<file path="config.mk">
export PLATFORM = sky130hd
export DESIGN_NAME = mini_core_cr_ctrl_flat
export DESIGN_NICKNAME = d
export VERILOG_FILES = /design/src/rtl/mini_core_pkg.sv /design/src/rtl/mini_core_cr_ctrl_if.sv /design/src/rtl/mini_core_cr_debounce.sv /design/src/rtl/mini_core_cr_ctrl.sv /design/src/flat_wrapper.sv
export SDC_FILE = /design/constraint.sdc
export NUM_CORES = 1
export LEC_CHECK = 0
export BUFFER_PORTS_ARGS = -buffer_cell sky130_fd_sc_hd__buf_4
export CAP_MARGIN = 20
export CORE_MARGIN = 10
export CORE_UTILIZATION = 55
export CTS_BUF_LIST = sky130_fd_sc_hd__clkbuf_4 sky130_fd_sc_hd__clkbuf_8
export CTS_CLUSTER_DIAMETER = 150
export DETAILED_ROUTE_END_ITERATION = 10
export GPL_TIMING_DRIVEN = 0
export PLACE_DENSITY = 0.88
export SLEW_MARGIN = 20
export SYNTH_ARGS = -nofsm -noshare
export SYNTH_HDL_FRONTEND = slang
export SYNTH_SLANG_ARGS = --single-unit
</file>
<file path="constraint.sdc">
create_clock -name Clk -period 2 [get_ports Clk]
set_clock_uncertainty 0.15 [all_clocks]
set_input_delay 0.2 -clock Clk [delete_from_list [all_inputs] [get_ports Clk]]
set_output_delay 0.2 -clock Clk [all_outputs]
set_load 0.05 [all_outputs]
</file>
<file path="src/rtl/mini_core_pkg.sv">
// ---------------------------------------------------------------------------
// mini_core_pkg
// Shared definitions for the mini_core control-register window:
//   - CR register index helpers, all derived from the SEG7 register count
//   - zero-extended read views of the RO / RW registers (t_cr_ro / t_cr_rw)
//   - byte-enable to bit-mask expansion used by every writable register
// ---------------------------------------------------------------------------
package mini_core_pkg;

    // Word index inside the CR window: byte offset >> 2.
    typedef logic [29:0] cr_idx_t;

    function automatic cr_idx_t cr_idx_seg7_0();
        return cr_idx_t'(0);
    endfunction

    function automatic cr_idx_t cr_idx_led(input int unsigned n_seg7);
        return cr_idx_t'(n_seg7);
    endfunction

    function automatic cr_idx_t cr_idx_btn_state(input int unsigned n_seg7);
        return cr_idx_t'(n_seg7 + 1);
    endfunction

    function automatic cr_idx_t cr_idx_btn_event(input int unsigned n_seg7);
        return cr_idx_t'(n_seg7 + 2);
    endfunction

    function automatic cr_idx_t cr_idx_btn_mask(input int unsigned n_seg7);
        return cr_idx_t'(n_seg7 + 3);
    endfunction

    function automatic cr_idx_t cr_idx_sw(input int unsigned n_seg7);
        return cr_idx_t'(n_seg7 + 4);
    endfunction

    function automatic cr_idx_t cr_idx_cursor_h(input int unsigned n_seg7);
        return cr_idx_t'(n_seg7 + 5);
    endfunction

    function automatic cr_idx_t cr_idx_cursor_v(input int unsigned n_seg7);
        return cr_idx_t'(n_seg7 + 6);
    endfunction

    // Read-side views: every field is right-aligned and zero-extended.
    typedef struct packed {
        logic [31:0] btn_state;
        logic [31:0] sw;
    } t_cr_ro;

    typedef struct packed {
        logic [31:0] led;
        logic [31:0] btn_event;
        logic [31:0] btn_mask;
        logic [31:0] cursor_h;
        logic [31:0] cursor_v;
    } t_cr_rw;

    // Expand 4 byte enables into a 32-bit lane mask.
    function automatic logic [31:0] be_to_mask(input logic [3:0] be);
        logic [31:0] m;
        for (int i = 0; i < 4; i++) begin
            m[8*i +: 8] = {8{be[i]}};
        end
        return m;
    endfunction

endpackage

</file>
<file path="src/rtl/mini_core_cr_ctrl_if.sv">
// ---------------------------------------------------------------------------
// mini_core_cr_ctrl_if
// Data-memory port of the CR window.
//   Rd_En / Wr_En : access requests        Address : byte address
//   Wr_Data       : write data             Byte_En : write byte enables
//   Rd_Data       : registered read data   Rd_Valid: one-cycle read strobe
// master = core side, slave = CR block.
// ---------------------------------------------------------------------------
interface mini_core_cr_ctrl_if;
    logic        Rd_En;
    logic        Wr_En;
    logic [31:0] Address;
    logic [31:0] Wr_Data;
    logic [3:0]  Byte_En;
    logic [31:0] Rd_Data;
    logic        Rd_Valid;

    modport master (
        output Rd_En, Wr_En, Address, Wr_Data, Byte_En,
        input  Rd_Data, Rd_Valid
    );

    modport slave (
        input  Rd_En, Wr_En, Address, Wr_Data, Byte_En,
        output Rd_Data, Rd_Valid
    );
endinterface

</file>
<file path="src/rtl/mini_core_cr_debounce.sv">
// ---------------------------------------------------------------------------
// mini_core_cr_debounce
// One push-button: 2-flop synchroniser, polarity fix, debounce counter,
// debounced state and a one-cycle rise pulse on an accepted press.
//   clk, rst_n : clock, asynchronous active-low reset
//   btn_in     : raw asynchronous button level
//   stable     : debounced pressed state (1 = pressed)
//   rise       : high in the cycle the debounced state flips 0 -> 1
// ---------------------------------------------------------------------------
module mini_core_cr_debounce #(
    parameter logic [15:0] DEBOUNCE_CYC = 16'd50000,
    parameter bit          ACTIVE_LOW   = 1'b1
) (
    input  logic clk,
    input  logic rst_n,
    input  logic btn_in,
    output logic stable,
    output logic rise
);
    // Synchroniser flops come out of reset at the released level.
    localparam logic        IDLE_LVL = ACTIVE_LOW;
    localparam logic [15:0] CNT_LAST = DEBOUNCE_CYC - 16'd1;

    logic        meta_q, meta_d;
    logic        sync_q, sync_d;
    logic        stable_q, stable_d;
    logic [15:0] cnt_q, cnt_d;
    logic        pressed;

    assign pressed = sync_q ^ IDLE_LVL;

    always_comb begin
        meta_d   = btn_in;
        sync_d   = meta_q;
        stable_d = stable_q;
        cnt_d    = '0;
        rise     = 1'b0;
        // The counter only runs while the input disagrees with the accepted
        // state; any agreeing cycle restarts the qualification window.
        if (pressed != stable_q) begin
            if (cnt_q == CNT_LAST) begin
                stable_d = pressed;
                rise     = pressed;
            end else begin
                cnt_d = cnt_q + 16'd1;
            end
        end
    end

    always_ff @(posedge clk or negedge rst_n) begin
        if (!rst_n) begin
            meta_q   <= IDLE_LVL;
            sync_q   <= IDLE_LVL;
            stable_q <= 1'b0;
            cnt_q    <= '0;
        end else begin
            meta_q   <= meta_d;
            sync_q   <= sync_d;
            stable_q <= stable_d;
            cnt_q    <= cnt_d;
        end
    end

    assign stable = stable_q;
endmodule

</file>
<file path="src/rtl/mini_core_cr_ctrl.sv">
// ---------------------------------------------------------------------------
// mini_core_cr_ctrl
// Control-register window of mini_core: SEG7, LED, button state/event/mask,
// switches and VGA cursor registers behind a byte-addressed memory port.
//   Clk, Rst_N : clock, asynchronous active-low reset
//   bus        : CR data-memory port (slave side)
//   Button_In  : raw buttons           Switch_In : raw switches
//   Seg7_Out   : SEG7 regs, reg i at [8i+7:8i]
//   Led_Out    : LED register          Cursor_H/V: cursor registers
//   Irq        : registered level IRQ = |(BTN_EVENT & BTN_MASK)
// ---------------------------------------------------------------------------
module mini_core_cr_ctrl
    import mini_core_pkg::*;
#(
    parameter logic [31:0] CR_BASE        = 32'h7000,
    parameter logic [31:0] CR_SIZE        = 32'h1000,
    parameter int unsigned N_SEG7         = 6,
    parameter int unsigned LED_W          = 10,
    parameter int unsigned N_BTN          = 2,
    parameter int unsigned SW_W           = 10,
    parameter logic [15:0] DEBOUNCE_CYC   = 16'd50000,
    parameter bit          BTN_ACTIVE_LOW = 1'b1
) (
    input  logic                Clk,
    input  logic                Rst_N,
    mini_core_cr_ctrl_if.slave  bus,
    input  logic [N_BTN-1:0]    Button_In,
    input  logic [SW_W-1:0]     Switch_In,
    output logic [N_SEG7*8-1:0] Seg7_Out,
    output logic [LED_W-1:0]    Led_Out,
    output logic [31:0]         Cursor_H,
    output logic [31:0]         Cursor_V,
    output logic                Irq
);
    localparam cr_idx_t IDX_LED       = cr_idx_led(N_SEG7);
    localparam cr_idx_t IDX_BTN_STATE = cr_idx_btn_state(N_SEG7);
    localparam cr_idx_t IDX_BTN_EVENT = cr_idx_btn_event(N_SEG7);
    localparam cr_idx_t IDX_BTN_MASK  = cr_idx_btn_mask(N_SEG7);
    localparam cr_idx_t IDX_SW        = cr_idx_sw(N_SEG7);
    localparam cr_idx_t IDX_CURSOR_H  = cr_idx_cursor_h(N_SEG7);
    localparam cr_idx_t IDX_CURSOR_V  = cr_idx_cursor_v(N_SEG7);

    logic [31:0] offset, lane_mask, rd_word;
    logic        in_win, rd_hit, wr_hit;
    cr_idx_t     idx;
    logic        addr_lsb_unused;

    // Offset compare avoids overflow of CR_BASE + CR_SIZE.
    assign offset          = bus.Address - CR_BASE;
    assign in_win          = (bus.Address >= CR_BASE) && (offset < CR_SIZE);
    assign idx             = offset[31:2];
    assign addr_lsb_unused = ^offset[1:0];
    assign lane_mask       = be_to_mask(bus.Byte_En);
    assign rd_hit          = bus.Rd_En && in_win;
    assign wr_hit          = bus.Wr_En && in_win;

    // ---------------- SEG7 registers ----------------
    for (genvar gi = 0; gi < N_SEG7; gi++) begin : g_seg7
        logic [7:0] seg_q, seg_d;
        always_comb begin
            seg_d = seg_q;
            if (wr_hit && (idx == cr_idx_t'(gi))) begin
                seg_d = (seg_q & ~lane_mask[7:0]) | (bus.Wr_Data[7:0] & lane_mask[7:0]);
            end
        end
        always_ff @(posedge Clk or negedge Rst_N) begin
            if (!Rst_N) seg_q <= '0;
            else        seg_q <= seg_d;
        end
        assign Seg7_Out[8*gi +: 8] = seg_q;
    end

    // ---------------- Buttons ----------------
    logic [N_BTN-1:0] btn_stable, btn_rise;
    for (genvar gi = 0; gi < N_BTN; gi++) begin : g_btn
        mini_core_cr_debounce #(
            .DEBOUNCE_CYC (DEBOUNCE_CYC),
            .ACTIVE_LOW   (BTN_ACTIVE_LOW)
        ) u_debounce (
            .clk    (Clk),
            .rst_n  (Rst_N),
            .btn_in (Button_In[gi]),
            .stable (btn_stable[gi]),
            .rise   (btn_rise[gi])
        );
    end

    // ---------------- Scalar registers ----------------
    logic [LED_W-1:0] led_q, led_d;
    logic [N_BTN-1:0] event_q, event_d, mask_q, mask_d, ev_clr;
    logic [31:0]      cursor_h_q, cursor_h_d, cursor_v_q, cursor_v_d;
    logic [SW_W-1:0]  sw_meta_q, sw_meta_d, sw_sync_q, sw_sync_d;
    logic [31:0]      rd_data_q, rd_data_d;
    logic             rd_valid_q, rd_valid_d, irq_q, irq_d;
    t_cr_ro           ro_view;
    t_cr_rw           rw_view;

    always_comb begin
        sw_meta_d  = Switch_In;
        sw_sync_d  = sw_meta_q;
        led_d      = led_q;
        mask_d     = mask_q;
        cursor_h_d = cursor_h_q;
        cursor_v_d = cursor_v_q;
        ev_clr     = '0;
        if (wr_hit) begin
            case (idx)
                IDX_LED:       led_d  = (led_q & ~lane_mask[LED_W-1:0])
                                      | (bus.Wr_Data[LED_W-1:0] & lane_mask[LED_W-1:0]);
                IDX_BTN_EVENT: ev_clr = bus.Wr_Data[N_BTN-1:0] & lane_mask[N_BTN-1:0];
                IDX_BTN_MASK:  mask_d = (mask_q & ~lane_mask[N_BTN-1:0])
                                      | (bus.Wr_Data[N_BTN-1:0] & lane_mask[N_BTN-1:0]);
                IDX_CURSOR_H:  cursor_h_d = (cursor_h_q & ~lane_mask) | (bus.Wr_Data & lane_mask);
                IDX_CURSOR_V:  cursor_v_d = (cursor_v_q & ~lane_mask) | (bus.Wr_Data & lane_mask);
                default: ;
            endcase
        end
        // Set after clear: a press landing on a W1C of the same bit survives.
        event_d = (event_q & ~ev_clr) | btn_rise;
        irq_d   = |(event_q & mask_q);
    end

    // ---------------- Read path (values before this cycle's write) ----------------
    always_comb begin
        ro_view.btn_state = 32'(btn_stable);
        ro_view.sw        = 32'(sw_sync_q);
        rw_view.led       = 32'(led_q);
        rw_view.btn_event = 32'(event_q);
        rw_view.btn_mask  = 32'(mask_q);
        rw_view.cursor_h  = cursor_h_q;
        rw_view.cursor_v  = cursor_v_q;

        rd_word = '0;
        for (int i = 0; i < N_SEG7; i++) begin
            if (idx == cr_idx_t'(i)) rd_word = {24'd0, Seg7_Out[8*i +: 8]};
        end
        case (idx)
            IDX_LED:       rd_word = rw_view.led;
            IDX_BTN_STATE: rd_word = ro_view.btn_state;
            IDX_BTN_EVENT: rd_word = rw_view.btn_event;
            IDX_BTN_MASK:  rd_word = rw_view.btn_mask;
            IDX_SW:        rd_word = ro_view.sw;
            IDX_CURSOR_H:  rd_word = rw_view.cursor_h;
            IDX_CURSOR_V:  rd_word = rw_view.cursor_v;
            default: ;
        endcase

        rd_valid_d = rd_hit;
        rd_data_d  = rd_hit ? rd_word : rd_data_q;
    end

    always_ff @(posedge Clk or negedge Rst_N) begin
        if (!Rst_N) begin
            sw_meta_q  <= '0;
            sw_sync_q  <= '0;
            led_q      <= '0;
            event_q    <= '0;
            mask_q     <= '0;
            cursor_h_q <= '0;
            cursor_v_q <= '0;
            rd_data_q  <= '0;
            rd_valid_q <= 1'b0;
            irq_q      <= 1'b0;
        end else begin
            sw_meta_q  <= sw_meta_d;
            sw_sync_q  <= sw_sync_d;
            led_q      <= led_d;
            event_q    <= event_d;
            mask_q     <= mask_d;
            cursor_h_q <= cursor_h_d;
            cursor_v_q <= cursor_v_d;
            rd_data_q  <= rd_data_d;
            rd_valid_q <= rd_valid_d;
            irq_q      <= irq_d;
        end
    end

    assign bus.Rd_Data  = rd_data_q;
    assign bus.Rd_Valid = rd_valid_q;
    assign Led_Out      = led_q;
    assign Cursor_H     = cursor_h_q;
    assign Cursor_V     = cursor_v_q;
    assign Irq          = irq_q;
endmodule

</file>
<file path="src/flat_wrapper.sv">
// flat-port wrapper written by rule: the top's interface ports become plain ports
module mini_core_cr_ctrl_flat import mini_core_pkg::*;
#(
    parameter logic [31:0] CR_BASE        = 32'h7000,
    parameter logic [31:0] CR_SIZE        = 32'h1000,
    parameter int unsigned N_SEG7         = 6,
    parameter int unsigned LED_W          = 10,
    parameter int unsigned N_BTN          = 2,
    parameter int unsigned SW_W           = 10,
    parameter logic [15:0] DEBOUNCE_CYC   = 16'd50000,
    parameter bit          BTN_ACTIVE_LOW = 1'b1
)
  (Clk, Rst_N, Button_In, Switch_In, Seg7_Out, Led_Out, Cursor_H, Cursor_V, Irq, bus_Rd_En, bus_Wr_En, bus_Address, bus_Wr_Data, bus_Byte_En, bus_Rd_Data, bus_Rd_Valid);
  mini_core_cr_ctrl_if bus_i ();
  input  logic Clk;
  input  logic Rst_N;
  input  logic [N_BTN-1:0] Button_In;
  input  logic [SW_W-1:0] Switch_In;
  output logic [N_SEG7*8-1:0] Seg7_Out;
  output logic [LED_W-1:0] Led_Out;
  output logic [31:0] Cursor_H;
  output logic [31:0] Cursor_V;
  output logic Irq;
  input wire logic [$bits(bus_i.Rd_En)-1:0] bus_Rd_En;
  input wire logic [$bits(bus_i.Wr_En)-1:0] bus_Wr_En;
  input wire logic [$bits(bus_i.Address)-1:0] bus_Address;
  input wire logic [$bits(bus_i.Wr_Data)-1:0] bus_Wr_Data;
  input wire logic [$bits(bus_i.Byte_En)-1:0] bus_Byte_En;
  output wire logic [$bits(bus_i.Rd_Data)-1:0] bus_Rd_Data;
  output wire logic [$bits(bus_i.Rd_Valid)-1:0] bus_Rd_Valid;
  assign bus_i.Rd_En = bus_Rd_En;
  assign bus_i.Wr_En = bus_Wr_En;
  assign bus_i.Address = bus_Address;
  assign bus_i.Wr_Data = bus_Wr_Data;
  assign bus_i.Byte_En = bus_Byte_En;
  assign bus_Rd_Data = bus_i.Rd_Data;
  assign bus_Rd_Valid = bus_i.Rd_Valid;
  mini_core_cr_ctrl #(.CR_BASE(CR_BASE), .CR_SIZE(CR_SIZE), .N_SEG7(N_SEG7), .LED_W(LED_W), .N_BTN(N_BTN), .SW_W(SW_W), .DEBOUNCE_CYC(DEBOUNCE_CYC), .BTN_ACTIVE_LOW(BTN_ACTIVE_LOW)) u_core (.Clk(Clk), .Rst_N(Rst_N), .bus(bus_i), .Button_In(Button_In), .Switch_In(Switch_In), .Seg7_Out(Seg7_Out), .Led_Out(Led_Out), .Cursor_H(Cursor_H), .Cursor_V(Cursor_V), .Irq(Irq));
endmodule
</file>
==> run summary <==
Initial antenna violation count: 1
Global route total overflow: 0
Die width: 153 um
Multi-input logic area: 4660 sq um
ANT nets after route: 0
Critical Path Most Common Cell: buf_6
Area grow syn2layout: 47.7%
Cell Pwr Density: 655 nW/um^2
Layout cells sized above 1: 47.7%
Post-layout min period: 2.53 ns
Clock-pin slew on the worst setup and hold paths: 0.07 ns
Share of the synthesized area in the top cell type: 55.3%
Clock Sinks: 218
Max FO, Critical Path: 8
Cell family with most CP delay: simple AND/OR/NAND/NOR gates
CTS buffer count: 37
EDFF count, synth: 0
Worst Path Required: 2.27 ns
Failing checks: DRC, setup timing
Status: complete, but fails checks
Final Wtd Congestion: 0.938
Port bufs: 237
CTS tree: built
Routed wire length: 39000 um
Most common library cells after synthesis: dfrtp_1 (214), mux2_2 (125), nor2_1 (54), nand2_1 (43), nor3_1 (29)
Top-count cell post-synth: dfrtp_1
DRC violations left: 67
DRT iter0 DRCs: 1205
Post-Layout Cell Count: 1418
Max Clk Rate: 396 MHz
Routed vias/inst: 6.59
Placed Cells incl. Taps: 1260
Layout net count: 1251
Max-cap check violation count: 0
Least-Margin Pin Slew: 1.06 ns
Synth top area cells: dfrtp_1 (55%), mux2_2 (15%), nor2_1 (2.1%)
Max VDD drop: 0.453 mV
Post-DP HPWL: 21900 um
Slew Viols, Final: 0
Cell taking the most area after synthesis: dfrtp_1
Setup Crit Path Kind: in -> reg
Type of destination of the critical path: flip-flop
Drt pass-1 iters: 11
Sequential cell area: 5460 sq um
Net Count, Synth: 882
Sequential area share after synthesis: 56.3%
Post-synth cell types: 61
Initial Util: 56.0%
Routed len/inst: 27.5 um
Max_slew headroom: 28.7%
Critical path buffer and inverter count: 2
Pin count of the biggest net entering global routing: 91
H-tree levels: 2
Yosys warns: 0
Worst path cell trace: buf_6 > or4_4 > nor3_4 > a31oi_4 > nor4b_4 > buf_6 > nand4b_4 > mux2_2
Placed cell areas: 12000 sq um
Fin crit share: 126%
Clk root buf: clkbuf_8
Clk buf depth: 3
CP max-delay cell: or4_4
DIE HEIGHT: 153 um
Worst-Skew Late Latency: 0.56 ns
RSZ-0062 raised after global routing: true
Post-synthesis register bit count: 218
Arrival time worst endpoint: 2.79 ns
Vias in the first global route: 9413
Max incr delay on CP: 0.57 ns
Global Route Usage Sum: 29.3%
Core area: 17300 sq um
Final hold viol count: 0
Row Count: 48
IO Count: 240
Fill cell count: 865
DIE AREA: 23300 sq um
Synthesized area: 9690 sq um
First-pass GRT wire length: 54400 um
Syn Inst Count: 796
Post-synth ARST share: 100%
Via count: 9346
LEAKAGE: 6.96 nW
Top FF cell, synth: dfrtp_1
Final worst slack: -0.527 ns
Post-Syn Area per Cell: 12.2 sq um
Startpoint types: input pin
Final setup vio count: 158
Min-delay worst type: in -> async
Design area: 14300 sq um
-- power breakdown --
part | internal (mW) | switching, mW | total [mW]
combinational | 0.245 | 0.331 | 0.576
sequential | 4.45 | 0.0208 | 4.47
clock | 2.45 | 1.87 | 4.32
total | 7.15 | 2.22 | 9.37
-- worst paths after layout --
check / from / end / slack, ns / cells past startpoint
max in group asynchronous: Rst_N / asynchronous set/reset pin / 0.89 / 3
setup reg to reg: flip-flop / u_core.bus.Rd_Data[0] / 0.11 / 6
hold reg to reg: u_core.sw_meta_q[0] / u_core.sw_sync_q[0] / 0.19 / 0
hold / removal: Rst_N / u_core.g_btn[0].u_debounce.cnt_q[11] / 0.008 / 2
min in group Clk: Button_In[0] / u_core.g_btn[0].u_debounce.meta_q / 0.16 / 2
setup / recovery: bus_Address[26] / flip-flop / -0.53 / 8
-- metrics by stage --
| stage | total power [mW] | hold WS (ns) | utilization [%] | setup TNS, ns | setup WS (ns) |
|---|---|---|---|---|---|
| after global placement | 4.93 | 0.160 | 69.1 | -353.64 | -1.22 |
| after detailed placement | 4.96 | -0.0188 | 69.5 | -166.20 | -1.33 |
| after global routing | 9.59 | 0.0427 | 82.7 | -57.75 | -0.634 |
| final | 9.37 | 0.00800 | 82.7 | -51.42 | -0.527 |
| after CTS | 9.26 | 0.0181 | 81.1 | -12.95 | -0.165 |
| after floorplan | 4.65 | -0.246 | - | -75.08 | -0.636 |
-- layout make-up --
type | instances | share of cell area, %
antenna | 1 | 0.0175
buffer | 35 | 1.95
clock buffer | 61 | 5.43
clock inverter | 5 | 0.192
inverter | 14 | 0.367
multi-input combinational | 527 | 32.6
sequential | 218 | 38.2
tap | 225 | 1.97
timing repair buffer | 332 | 19.4
-- per-layer routing --
layer  wire (um)  track usage, %  vias to the layer above
li1            -               -                     3700
met1       13300            32.1                     4548
met2       18500            50.1                      781
met3        4120            8.55                      317
met4        3050            15.7                        0
met5           0               0                        -
-- placed cells by master (no fill, tap or decap), types with 16 or more instances in the layout --
master         synthesis  final
buf_4                  2    260
dfrtp_1              214    214
mux2_2               125     91
clkbuf_8               0     56
nor2_1                54     53
dlygate4sd3_1          0     50
nand2_1               43     41
mux2_4                 0     40
nor3_1                29     24
a22oi_1               23     23
nand3_1               24     19
buf_6                  0     18
nand4_1               18     18
xor2_1                16     16
o21ai_1                1     16
-- cell families after synthesis --
group	count (synthesis)	synth area share, %
buf+inv	52	2.17
flops	218	56.3
mux	133	15.4
compound gates	118	9.03
fa+ha+maj	2	0.258
simple gates	243	14.0
xor+xnor	30	2.71
-- timing repair --
action	in CTS	in global routing
hold buffers	50	0
endpoints found under the setup margin	177	170
buffers inserted	30	13
resized for setup	105	47
cloned	1	0
pin swaps	19	8
hold endpoints to repair	337	0
(Power assumes the default switching activity.)
